### config.mk
export PLATFORM = sky130hd
export DESIGN_NAME = hazard_scheduler
export DESIGN_NICKNAME = d
export VERILOG_FILES = /design/src/rtl/hazard_scheduler.sv
export SDC_FILE = /design/constraint.sdc
export NUM_CORES = 1
export LEC_CHECK = 0
export ABC_AREA = 1
export CORE_MARGIN = 3
export CORE_UTILIZATION = 40
export DETAILED_ROUTE_END_ITERATION = 12
export SLEW_MARGIN = 25
export SYNTH_ARGS = -nofsm -noshare
export SYNTH_HDL_FRONTEND = slang
export SYNTH_SLANG_ARGS = --single-unit
### constraint.sdc
create_clock -name clk -period 3.2 [get_ports clk]
set_clock_uncertainty 0.05 [all_clocks]
set_input_delay 0.48 -clock clk [delete_from_list [all_inputs] [get_ports clk]]
set_output_delay 0.48 -clock clk [all_outputs]
set_load 0.005 [all_outputs]
### src/rtl/hazard_scheduler.sv
// hazard_scheduler: E/M/W destination shadow driving forward selects, load-use stalls and branch/jump flushes.
// Latency: all outputs combinational from D inputs + shadow; shadow advances one cycle behind D.
// Backpressure: load-use holds F/D and bubbles E for LOAD_STALL_CYCLES; flush overrides stall. HAZARD_PERF_CNT_EN adds counters.
module hazard_scheduler #(
    parameter int REG_AW             = 5,
    parameter int LOAD_STALL_CYCLES  = 1,
    parameter int ZERO_REG_HARDWIRED = 0
) (
    input  logic              clk,
    input  logic              rst,
    input  logic              valid_d,
    input  logic [REG_AW-1:0] rs1_d,
    input  logic [REG_AW-1:0] rs2_d,
    input  logic [REG_AW-1:0] rs4_d,
    input  logic [REG_AW-1:0] rd_d,
    input  logic              regwrite_d,
    input  logic              load_d,
    input  logic              branch_taken_e,
    input  logic              jump_e,
    output logic              ForwardAD,
    output logic              ForwardBD,
    output logic              ForwardCD,
    output logic [1:0]        forward_ae,
    output logic [1:0]        forward_be,
    output logic [1:0]        forward_ce,
    output logic              stall_f,
    output logic              stall_d,
    output logic              flush_d,
    output logic              flush_e,
    output logic [1:0]        sched_state
`ifdef HAZARD_PERF_CNT_EN
    ,
    output logic [15:0]       stall_cnt,
    output logic [15:0]       flush_cnt
`endif
);

    typedef enum logic [1:0] {
        RUN    = 2'b00,
        LSTALL = 2'b01
    } sched_t;

    typedef struct packed {
        logic              vld;
        logic [REG_AW-1:0] rd;
        logic              regwrite;
        logic              load;
    } ex_ent_t;

    typedef struct packed {
        logic              vld;
        logic [REG_AW-1:0] rd;
        logic              regwrite;
    } wb_ent_t;

    localparam logic [1:0] CNT_INIT = 2'(LOAD_STALL_CYCLES - 1);
    localparam bit         ZERO_HW  = (ZERO_REG_HARDWIRED != 0);

    ex_ent_t           ent_e;
    ex_ent_t           ent_m;
    wb_ent_t           ent_w;
    logic [REG_AW-1:0] rs1_e;
    logic [REG_AW-1:0] rs2_e;
    logic [REG_AW-1:0] rs4_e;
    sched_t            state;
    sched_t            state_n;
    logic [1:0]        cnt;
    logic [1:0]        cnt_n;
    logic              out_en;
    logic              flush;
    logic              detect;
    logic              stall_int;
    logic              flush_d_int;
    logic              flush_e_int;

    function automatic logic hit(input logic vld, input logic rw,
                                 input logic [REG_AW-1:0] rd, input logic [REG_AW-1:0] src);
        return vld & rw & (rd == src) & ~(ZERO_HW & (src == '0));
    endfunction

    // A load in M has no data yet, so it may only forward once it reaches W.
    function automatic logic [1:0] e_sel(input ex_ent_t m, input wb_ent_t w,
                                         input logic [REG_AW-1:0] src);
        logic [1:0] sel;
        sel = 2'b00;
        if (hit(m.vld, m.regwrite, m.rd, src) && !m.load) begin
            sel = 2'b10;
        end else if (hit(w.vld, w.regwrite, w.rd, src)) begin
            sel = 2'b01;
        end
        return sel;
    endfunction

    always_comb begin
        flush       = branch_taken_e | jump_e;
        detect      = valid_d & ent_e.load &
                      (hit(ent_e.vld, ent_e.regwrite, ent_e.rd, rs1_d) |
                       hit(ent_e.vld, ent_e.regwrite, ent_e.rd, rs2_d) |
                       hit(ent_e.vld, ent_e.regwrite, ent_e.rd, rs4_d));
        state_n     = state;
        cnt_n       = cnt;
        stall_int   = 1'b0;
        flush_d_int = 1'b0;
        flush_e_int = 1'b0;
        // out_en keeps everything quiet through reset and the first cycle after release.
        if (out_en) begin
            if (flush) begin
                // Stalled consumer sits on the squashed path, so the stall is dropped.
                flush_d_int = 1'b1;
                flush_e_int = 1'b1;
                state_n     = RUN;
                cnt_n       = 2'd0;
            end else begin
                unique case (state)
                    RUN: begin
                        if (detect) begin
                            stall_int   = 1'b1;
                            flush_e_int = 1'b1;
                            cnt_n       = CNT_INIT;
                            state_n     = (CNT_INIT != 2'd0) ? LSTALL : RUN;
                        end
                    end
                    LSTALL: begin
                        stall_int   = 1'b1;
                        flush_e_int = 1'b1;
                        cnt_n       = cnt - 2'd1;
                        state_n     = (cnt_n == 2'd0) ? RUN : LSTALL;
                    end
                    default: begin
                        state_n = RUN;
                        cnt_n   = 2'd0;
                    end
                endcase
            end
        end
    end

    always_ff @(posedge clk or negedge rst) begin
        if (!rst) begin
            state  <= RUN;
            cnt    <= 2'd0;
            out_en <= 1'b0;
            ent_e  <= '0;
            ent_m  <= '0;
            ent_w  <= '0;
            rs1_e  <= '0;
            rs2_e  <= '0;
            rs4_e  <= '0;
        end else begin
            state  <= state_n;
            cnt    <= cnt_n;
            out_en <= 1'b1;
            ent_e  <= '{vld: valid_d & ~stall_int & ~flush_e_int, rd: rd_d,
                        regwrite: regwrite_d, load: load_d};
            rs1_e  <= rs1_d;
            rs2_e  <= rs2_d;
            rs4_e  <= rs4_d;
            ent_m  <= ent_e;
            ent_w  <= '{vld: ent_m.vld, rd: ent_m.rd, regwrite: ent_m.regwrite};
        end
    end

    assign stall_f     = stall_int;
    assign stall_d     = stall_int;
    assign flush_d     = flush_d_int;
    assign flush_e     = flush_e_int;
    assign sched_state = state;

    assign ForwardAD  = out_en & hit(ent_w.vld, ent_w.regwrite, ent_w.rd, rs1_d);
    assign ForwardBD  = out_en & hit(ent_w.vld, ent_w.regwrite, ent_w.rd, rs2_d);
    assign ForwardCD  = out_en & hit(ent_w.vld, ent_w.regwrite, ent_w.rd, rs4_d);
    assign forward_ae = out_en ? e_sel(ent_m, ent_w, rs1_e) : 2'b00;
    assign forward_be = out_en ? e_sel(ent_m, ent_w, rs2_e) : 2'b00;
    assign forward_ce = out_en ? e_sel(ent_m, ent_w, rs4_e) : 2'b00;

`ifdef HAZARD_PERF_CNT_EN
    always_ff @(posedge clk or negedge rst) begin
        if (!rst) begin
            stall_cnt <= 16'd0;
            flush_cnt <= 16'd0;
        end else begin
            if (stall_int && (stall_cnt != 16'hFFFF)) begin
                stall_cnt <= stall_cnt + 16'd1;
            end
            if (flush_d_int && (flush_cnt != 16'hFFFF)) begin
                flush_cnt <= flush_cnt + 16'd1;
            end
        end
    end
`else
    // Counters absent in this build; no extra state.
`endif

endmodule

# --- Yosys cells after proc, flatten, opt, wreduce, memory -nomap -nowiden ---
# Index checks and enable logic that the tools add are counted.
word_totals:
  register_bits: 43
  input_bits: 27
  wordCells: 89
classes:
  add_sub_neg: 1
  eq_ne: 14
  mux: 23
  bitwise: 27
  n_reduce_logical: 7
op_table:
  columns: ["cell", "n"]
  rows:
  - ["== test 5 bit", 12]
  - ["AND 1 bit", 22]
  - ["2-to-1 mux 2 bit", 9]
  - ["2-to-1 mux 1 bit", 11]
  - ["case mux 2 bit (2 select lines)", 2]
  - ["logical NOT 2 bit", 2]
  - ["logical AND 1 bit", 3]
  - ["inequality test 3 bit (second input constant)", 1]
  - ["OR 1 bit", 3]
  - ["== test 2 x 1 -> 1 bit (second input constant)", 1]
  - ["inverter 1 bit", 2]
  - ["case mux 1 bit (2 select lines)", 1]
  - ["AND reduction 2 bit", 1]
  - ["subtractor 2 x 1 -> 2 bit (second input constant)", 1]
  - ["logical NOT 1 bit", 1]

# --- Logic depth before layout (Yosys ltp) ---
depth:
  depth_word: 12
  mapped_depth: 12
  ltp_nobuf: 12

# --- Least setup slack after synthesis ---
# Ideal clock, no wire load.
synth_timing:
  path_type: "input-to-output"
  start: "input port rs1_d[1]"
  end: "output port stall_f"
  t_arrival_ns: 1.321
  path_slack_ns: 1.349
  path_stages: 12
  path_buffers: 1
  path_cell_list: "inv_1 > nand2_1 > nand2_1 > nand2_1 > nor2_1 > nand2_2 > nand3_2 > nand2_2 > nand2_1 > nand2_1 > nor3_2 > buf_4"
synth_via:
  elab_chain_len: 9
synth_lines:
  columns: ["element", "line", "rtl"]
  rows:
  - ["from (decl)", "12", "input logic [REG_AW-1:0] rs1_d,"]
  - ["== test 5 bit", "78", "return vld & rw & (rd == src) & ~(ZERO_HW & (src == '0));"]
  - ["AND 1 bit", "78", null]
  - ["OR 1 bit", "97", "(hit(ent_e.vld, ent_e.regwrite, ent_e.rd, rs1_d) |"]
  - ["OR 1 bit", "98", "hit(ent_e.vld, ent_e.regwrite, ent_e.rd, rs2_d) |"]
  - ["AND 1 bit", "96", "detect = valid_d & ent_e.load &"]
  - ["2-to-1 mux 1 bit", "116", "if (detect) begin"]
  - ["case mux 1 bit (2 select lines)", "114", "unique case (state)"]
  - ["2-to-1 mux 1 bit", "107", "if (flush) begin"]
  - ["2-to-1 mux 1 bit", "106", "if (out_en) begin"]
  - ["to (decl)", "26", "output logic stall_f,"]
# No other way between the ends.

# --- Worst setup path in the final report ---
layout_timing:
  start: "input port rs4_d[4]"
  end: "output port stall_d"
layout_via:
  elab_chain_len: 8
layout_lines:
  columns: ["element", "line", "rtl"]
  rows:
  - ["from (decl)", "14", "input logic [REG_AW-1:0] rs4_d,"]
  - ["== test 5 bit", "78", null]
  - ["AND 1 bit", "78", null]
  - ["OR 1 bit", "98", null]
  - ["AND 1 bit", "96", null]
  - ["2-to-1 mux 1 bit", "116", null]
  - ["case mux 1 bit (2 select lines)", "114", null]
  - ["2-to-1 mux 1 bit", "107", null]
  - ["2-to-1 mux 1 bit", "106", null]
  - ["to (decl)", "27", "output logic stall_d,"]
# No other way between the ends.

==> impl_results.html <==
<table>
<tr><th>Metric</th><th>Value</th></tr>
<tr><th colspan="2">Outcome</th></tr>
<tr><td>Outcome</td><td>finished clean</td></tr>
<tr><th colspan="2">Global route</th></tr>
<tr><td>First-pass GRT wire length</td><td>7962 um</td></tr>
<tr><td>Number of global-route vias before repair</td><td>1,641</td></tr>
<tr><td>Total congestion overflow after global routing</td><td>0</td></tr>
<tr><td>Total track usage</td><td>17.03%</td></tr>
<tr><td>Initial antenna violation count</td><td>0</td></tr>
<tr><td>Pin count of the biggest net entering global routing</td><td>43</td></tr>
<tr><th colspan="2">Timing</th></tr>
<tr><td>Number of pins exceeding their max-slew limit in the final report</td><td>0</td></tr>
<tr><td>Final setup vio count</td><td>0</td></tr>
<tr><td>Final period utilization</td><td>89.60%</td></tr>
<tr><td>Max Freq</td><td>348.8 MHz</td></tr>
<tr><td>Slew of the pin with the lowest slew margin</td><td>0.8947 ns</td></tr>
<tr><td>Final worst-path setup slack</td><td>0.3327 ns</td></tr>
<tr><td>Headroom to the max-slew limit</td><td>40.35%</td></tr>
<tr><td>Fin crit period</td><td>2.867 ns</td></tr>
<tr><td>Final hold violations</td><td>0</td></tr>
<tr><td>Hold WS</td><td>0.2615 ns</td></tr>
<tr><td>Total negative slack</td><td>0 ns</td></tr>
<tr><td>Unrepaired setup endpoints after global routing</td><td>no</td></tr>
<tr><th colspan="2">Synth</th></tr>
<tr><td>Post-Syn Nets</td><td>268</td></tr>
<tr><td>Post-Syn Area</td><td>0.002087 mm2</td></tr>
<tr><td>Yosys warnings</td><td>0</td></tr>
<tr><td>Number of storage elements in the synthesis netlist</td><td>42</td></tr>
<tr><td>Area leader, netlist</td><td>sky130_fd_sc_hd__dfrtp_1</td></tr>
<tr><td>Mean area per synthesized cell</td><td>8.696 um2</td></tr>
<tr><td>Ranking of synthesized cells by area</td><td>sky130_fd_sc_hd__dfrtp_1 (50%), sky130_fd_sc_hd__nand2_1 (8.8%), sky130_fd_sc_hd__xor2_1 (8.0%)</td></tr>
<tr><td>Main synth FF type</td><td>sky130_fd_sc_hd__dfrtp_1</td></tr>
<tr><td>Fraction of registers with async set or reset after synthesis</td><td>100.0%</td></tr>
<tr><td>Number of distinct library cells after synthesis</td><td>34</td></tr>
<tr><td>Number of enable flip-flop cells after synthesis</td><td>0</td></tr>
<tr><td>Fraction of synthesized cell area taken by the top area cell type</td><td>50.36%</td></tr>
<tr><td>Gate count of the mapped netlist</td><td>240</td></tr>
<tr><td>Sequential-to-total area share from yosys stat</td><td>50.36%</td></tr>
<tr><th colspan="2">Floorplanning</th></tr>
<tr><td>Vert. Die Dim</td><td>78.23 um</td></tr>
<tr><td>Std-Cell Rows</td><td>25</td></tr>
<tr><td>I/O pins</td><td>42</td></tr>
<tr><td>CORE AREA</td><td>0.004880 mm2</td></tr>
<tr><td>Initial core utilization</td><td>42.77%</td></tr>
<tr><td>Overall die area</td><td>0.006120 mm2</td></tr>
<tr><td>Die width</td><td>78.23 um</td></tr>
<tr><th colspan="2">Critical path</th></tr>
<tr><td>Terminus of the critical flop-to-flop path</td><td>cnt[1]</td></tr>
<tr><td>Startpoint class of the critical path</td><td>input port</td></tr>
<tr><td>Worst EP required</td><td>2.67 ns</td></tr>
<tr><td>Worst setup path class</td><td>input port to output port</td></tr>
<tr><td>CP endpoint kind</td><td>output port</td></tr>
<tr><td>Register-to-register setup slack</td><td>1.76 ns</td></tr>
<tr><td>Worst Reg-to-Reg Cells</td><td>12</td></tr>
<tr><td>Largest fanout on the critical path</td><td>4</td></tr>
<tr><td>Start of the worst register-to-register path</td><td>ent_e[2]</td></tr>
<tr><td>Arrival time at the worst endpoint</td><td>2.34 ns</td></tr>
<tr><th colspan="2">Clock tree</th></tr>
<tr><td>Resize count post-CTS</td><td>0</td></tr>
<tr><td>Number of levels the H-tree was split into</td><td>2</td></tr>
<tr><td>Post-CTS Hold Buffers</td><td>0</td></tr>
<tr><td>Root Buffer</td><td>sky130_fd_sc_hd__clkbuf_8</td></tr>
<tr><td>Worst-case clock buffer depth</td><td>2</td></tr>
<tr><td>TritonCTS Buffers</td><td>5</td></tr>
<tr><td>Insertion delay of the later-clocked pin in the worst-skew pair</td><td>0.29 ns</td></tr>
<tr><td>Clock input transition at the sequential cells of the worst setup and hold paths</td><td>0.07 ns</td></tr>
<tr><td>Number of post-CTS setup repair buffers</td><td>0</td></tr>
<tr><td>CTS tree</td><td>done</td></tr>
<tr><td>TritonCTS sink count</td><td>42</td></tr>
<tr><th colspan="2">Layout</th></tr>
<tr><td>End-of-flow core utilization</td><td>54.31%</td></tr>
<tr><td>Number of nets in the layout</td><td>310</td></tr>
<tr><td>Number of fill cells in the layout</td><td>464</td></tr>
<tr><td>Area growth from synthesis to final layout</td><td>26.98%</td></tr>
<tr><td>Layout cells sized above 1</td><td>9.574%</td></tr>
<tr><td>Number of diodes added for antenna fixing</td><td>0</td></tr>
<tr><td>Filler-free cell count of the finished design</td><td>349</td></tr>
<tr><th colspan="2">Drt</th></tr>
<tr><td>Vias</td><td>1,670</td></tr>
<tr><td>Count of antenna-violating nets left after detailed routing</td><td>0</td></tr>
<tr><td>WL per Instance</td><td>13.20 um</td></tr>
<tr><td>TritonRoute pass-1 iters</td><td>4</td></tr>
<tr><td>Routed vias/inst</td><td>4.785</td></tr>
<tr><td>DRT Wirelength</td><td>4608 um</td></tr>
<tr><td>Residual DRC count</td><td>0</td></tr>
<tr><td>DRC violation total after the first TritonRoute iteration</td><td>107</td></tr>
<tr><th colspan="2">Power</th></tr>
<tr><td>Net switching power</td><td>0.0002739 W</td></tr>
<tr><td>Fraction of power spent switching nets</td><td>23.81%</td></tr>
<tr><td>Logic gate share of total power</td><td>12.7%</td></tr>
<tr><td>Power Density</td><td>434.1 mW/mm2</td></tr>
<tr><td>Internal Dissipation</td><td>0.0008765 W</td></tr>
<tr><td>Sequential power share</td><td>51.0%</td></tr>
<tr><td>Worst ir drop on vdd</td><td>0.2862 mV</td></tr>
<tr><td>Share of total power in the clock network</td><td>36.3%</td></tr>
<tr><td>Leakage power summed over all cells</td><td>1.250 nW</td></tr>
<tr><th colspan="2">Place</th></tr>
<tr><td>Setup Slack @ Placement</td><td>0.3286 ns</td></tr>
<tr><td>Placed insts</td><td>342</td></tr>
<tr><td>Number of port buffers</td><td>40</td></tr>
<tr><td>Placer Congestion</td><td>0.8715</td></tr>
<tr><td>Detailed placement HPWL</td><td>3735 um</td></tr>
<tr><th colspan="2">Job</th></tr>
<tr><td>Maximum capacitance violations</td><td>0</td></tr>
<tr><th colspan="2">Hold path</th></tr>
<tr><td>Hold WC Path Type</td><td>input port to asynchronous set/reset pin</td></tr>
</table>
==> layout make-up <==
cell class / instances / area (um2) / share of cell area, %
clock buffer: 6 / 82.58 / 3.116
clock inverter: 1 / 30.03 / 1.133
inverter: 35 / 131.4 / 4.958
multi-input combinational: 157 / 868.3 / 32.77
sequential: 42 / 1051 / 39.66
tap: 67 / 83.83 / 3.163
timing repair buffer: 41 / 402.9 / 15.20
==> worst max-delay path, cell delays in order <==
cell and delay (ns):
sky130_fd_sc_hd__clkdlybuf4s50_1 0.55, sky130_fd_sc_hd__inv_1 0.08, sky130_fd_sc_hd__nand2_1 0.06, sky130_fd_sc_hd__nand2_1 0.05
sky130_fd_sc_hd__nor2_1 0.09, sky130_fd_sc_hd__nand3_1 0.09, sky130_fd_sc_hd__nand3_2 0.09, sky130_fd_sc_hd__nand2_2 0.07
sky130_fd_sc_hd__nand2_1 0.06, sky130_fd_sc_hd__nand2_1 0.06, sky130_fd_sc_hd__nor3_2 0.13, sky130_fd_sc_hd__clkdlybuf4s50_1 0.52
==> synth_stat cells, types with 2 or more instances <==
cell type / instances
sky130_fd_sc_hd__nand2_1: 49
sky130_fd_sc_hd__dfrtp_1: 42
sky130_fd_sc_hd__nor2_1: 28
sky130_fd_sc_hd__inv_1: 25
sky130_fd_sc_hd__xor2_1: 19
sky130_fd_sc_hd__inv_2: 9
sky130_fd_sc_hd__nand3_1: 7
sky130_fd_sc_hd__o22ai_1: 7
sky130_fd_sc_hd__nand4_1: 6
sky130_fd_sc_hd__xnor2_1: 6
sky130_fd_sc_hd__nor4_1: 5
sky130_fd_sc_hd__a221oi_1: 4
sky130_fd_sc_hd__buf_4: 3
sky130_fd_sc_hd__nand2_2: 3
sky130_fd_sc_hd__a211oi_1: 2
sky130_fd_sc_hd__buf_2: 2
sky130_fd_sc_hd__conb_1: 2
sky130_fd_sc_hd__nand3_2: 2
sky130_fd_sc_hd__nor2_2: 2
sky130_fd_sc_hd__o2111ai_1: 2
sky130_fd_sc_hd__o21ai_1: 2
==> stage by stage <==
step	power [W]	area [um2]
after floorplan	0.0006670	2087
after CTS	0.001164	2650
after global placement	0.0007440	2537
final	0.001150	2650
after detailed placement	0.0007439	2537
after global routing	0.001213	2650
==> registers in the layout, indices dropped and copies added, names as in the netlist <==
name and count:
rs2_e 5, rs1_e 5, cnt 2, ent_m 8, sched_state 1, out_en 1
ent_w 7, ent_e 8, rs4_e 5
==> per-layer routing <==
| metal | GRT usage (%) | up-vias | share of wire, % |
|---|---|---|---|
| li1 | - | 842 | - |
| met1 | 23.98 | 773 | 48 |
| met2 | 25.00 | 49 | 44 |
| met3 | 3.784 | 6 | 6.2 |
| met4 | 7.867 | 0 | 1.5 |
| met5 | 0 | - | 0 |
==> power groups by stage <==
stage	combinational [W]	clock, W	sequential, W
floorplan	0.0000826	0	0.000584
global placement	0.000147	0	0.000597
detailed placement	0.000147	0	0.000597
CTS	0.000147	0.000430	0.000586
global route	0.000164	0.000458	0.000591
finish	0.000146	0.000418	0.000587
==> cell families after synthesis <==
group                    synth area share (%)
adder cells (fa/ha/maj)                0.5994
other                                  0.3598
flip-flops                              50.36
AO/OA/AOI/OAI                           6.954
XOR/XNOR                                10.49
buffers and inverters                   8.033
AND/OR/NAND/NOR                         23.20
==> worst max-delay path by stage <==
stage / from / endpoint / slack (ns) / depth (start not counted)
after detailed placement: rs4_d[4] / stall_d / 0.33 / 12
after global placement: rs4_d[4] / stall_f / 0.33 / 12
final: rs4_d[4] / stall_d / 0.33 / 12
after floorplan: rs1_d[1] / stall_f / 1.35 / 12
after global routing: rs4_d[4] / stall_d / 0.07 / 12
after CTS: rs4_d[3] / stall_d / 0.32 / 12
==> cell usage in the layout (no fill, tap or decap), types with 3 or more instances in the layout <==
| cell | instances |
|---|---|
| sky130_fd_sc_hd__a221oi_1 | 4 |
| sky130_fd_sc_hd__dfrtp_1 | 42 |
| sky130_fd_sc_hd__nand2_2 | 3 |
| sky130_fd_sc_hd__clkbuf_8 | 6 |
| sky130_fd_sc_hd__xor2_1 | 19 |
| sky130_fd_sc_hd__nor2_1 | 28 |
| sky130_fd_sc_hd__inv_2 | 9 |
| sky130_fd_sc_hd__nand3_1 | 7 |
| sky130_fd_sc_hd__nand4_1 | 6 |
| sky130_fd_sc_hd__clkdlybuf4s50_1 | 39 |
| sky130_fd_sc_hd__o22ai_1 | 7 |
| sky130_fd_sc_hd__inv_1 | 25 |
| sky130_fd_sc_hd__nor4_1 | 5 |
| sky130_fd_sc_hd__nand2_1 | 49 |
| sky130_fd_sc_hd__xnor2_1 | 6 |
(Power assumes the default switching activity.)
==> patch, RTL diff (same flow settings) <==
`REG_AW`: 5 -> 6.
--- a/src/rtl/hazard_scheduler.sv
+++ b/src/rtl/hazard_scheduler.sv
@@ -2,7 +2,7 @@
 // Latency: all outputs combinational from D inputs + shadow; shadow advances one cycle behind D.
 // Backpressure: load-use holds F/D and bubbles E for LOAD_STALL_CYCLES; flush overrides stall. HAZARD_PERF_CNT_EN adds counters.
 module hazard_scheduler #(
-    parameter int REG_AW             = 5,
+    parameter int REG_AW             = 6,
     parameter int LOAD_STALL_CYCLES  = 1,
     parameter int ZERO_REG_HARDWIRED = 0
 ) (
Interface: changed (resized rd_d, rs1_d, rs2_d and rs4_d); port bits go from 42 to 46. No check against the original RTL was run, so the function may have changed too.
==> patch against the unedited design <==
First-iteration DRC count fell by 64%. Non-clock buffer count up 3. Area after synthesis up 16%. Combinational power up 18%. Worst setup slack got worse by 0.12 ns. Wire length increased by 15%. Sequential cell count increased by 6. Total power is 11% higher. Core utilization decreased by 1.3 points. Synthesized cell count rose by 14%. Fmax down 4.1%. Design area increased by 13%. Critical endpoint is now stall_f. Largest cell class unchanged. Largest power group unchanged.
==> patch: results (changes against the unedited design) <==
[finish]
largest_registers = ent_e: 9 flops, ent_m: 9 flops, ent_w: 8 flops
fillCellCount = 553  ; +19%
drive_above_1_share_pct = 5.68  ; -3.9 points
nets = 348  ; +12%

[routing]
num_vias = 1781  ; +6.6%
dr.first_iter.drc_count = 39  ; -64%
wl_um = 5320  ; +15%

[placed_design]
place_ws_ns = 0.197  ; -0.132 ns
gp_congestion = 0.854  ; -2.0%
dpl.hpwl_um = 4220  ; +13%
portBuffers = 44  ; +10%

[setup_path]
r2r_end = cnt[0]
critPathLaunch = rs4_d[1]
regToRegSetupSlack_ns = 1.65  ; -0.11 ns
critPathArrivalTime_ns = 2.46  ; +0.12 ns
max_stage_delay_ns = 0.54
worstReg2RegStart = ent_e[3]

[logic_synthesis]
yosysUniqueCellTypes = 28  ; -18%
seq_area_frac_synth_pct = 49.7  ; -0.67 points
synth_commonest_cells = 71 x nand2_1, 48 x dfrtp_1, 30 x inv_1
synth.area.top_cells = dfrtp_1 50%, nand2_1 11%, xnor2_1 11%

[global_route]
grt_pass1_wl_um = 9010  ; +13%
grt_max_degree = 49  ; +14%
grt_usage_pct = 16.7  ; -0.32 points

[run_status]
status = finished clean

[sta]
max_slew_margin_pct = 60.2  ; +20 points

[power]
internal_power_uw = 956  ; +9.0%
peakVddDrop_v = 0.000212  ; -26%
p_leak_uw = 0.00141  ; +13%

[clock_network]
root_buffer = clkbuf_8

==> patch: cell families after synthesis <==
kind of cell	share of synthesized area, %
other cells	0.311
compound gates	1.40
fa+ha+maj	0.518
flops	49.7
xor+xnor	17.4
buf+inv	7.40
simple gates	23.3
==> patch: through the flow <==
| stage | area, µm² | cells | power, µW | util, % | hold WS, ns |
|---|---|---|---|---|---|
| 6_report | 3010 | 389 | 1280 | 53.0 | 0.131 |
| 5_1_grt | 3010 | 389 | 1350 | 53.0 | 0.171 |
| 4_1_cts | 3000 | 389 | 1300 | 52.9 | 0.154 |
| 3_5_place_dp | 2890 | 381 | 862 | 51.0 | 0.326 |
| 3_3_place_gp | 2890 | 381 | 860 | 50.9 | 0.309 |
| 2_1_floorplan | 2420 | 273 | 774 | - | 0.134 |
==> patch: power groups by stage <==
stage	sequential [µW]	clock [µW]	combinational (µW)
6_report	674	436	173
5_1_grt	679	477	196
4_1_cts	674	446	176
3_5_place_dp	687	0	175
3_3_place_gp	686	0	174
2_1_floorplan	669	0	105
==> patch: what timing repair did <==
item / 4_1_cts / 5_1_grt
resized for setup: 0 / 2
buffers inserted: 0 / 0
setup endpoints to repair: 0 / 2
==> patch: cell type report <==
| cell class | count | area (µm²) | area share (%) |
|---|---|---|---|
| tap | 72 | 90.1 | 3.00 |
| timing repair buffer | 44 | 443 | 14.7 |
| clock buffer | 6 | 72.6 | 2.41 |
| multi-input combinational | 183 | 1040 | 34.5 |
| sequential | 48 | 1200 | 40.0 |
| inverter | 34 | 128 | 4.24 |
| clock inverter | 2 | 35.0 | 1.17 |
==> patch: worst max path at each step <==
stage,to,slack (ns),cells past startpoint
after floorplan,stall_f,1.39,11
after detailed placement,stall_f,0.20,12
final,stall_f,0.21,12
after CTS,stall_f,0.19,12
after global placement,stall_d,0.20,12
after global routing,stall_d,0.02,12
==> patch: metal layers <==
layer / up-vias / part of all wire (%) / track usage [%]
met5: - / 0 / 0
met4: 0 / 1.5 / 5.70
met3: 6 / 3.9 / 4.34
met2: 34 / 47 / 27.3
met1: 820 / 47 / 21.5
li1: 921 / - / -
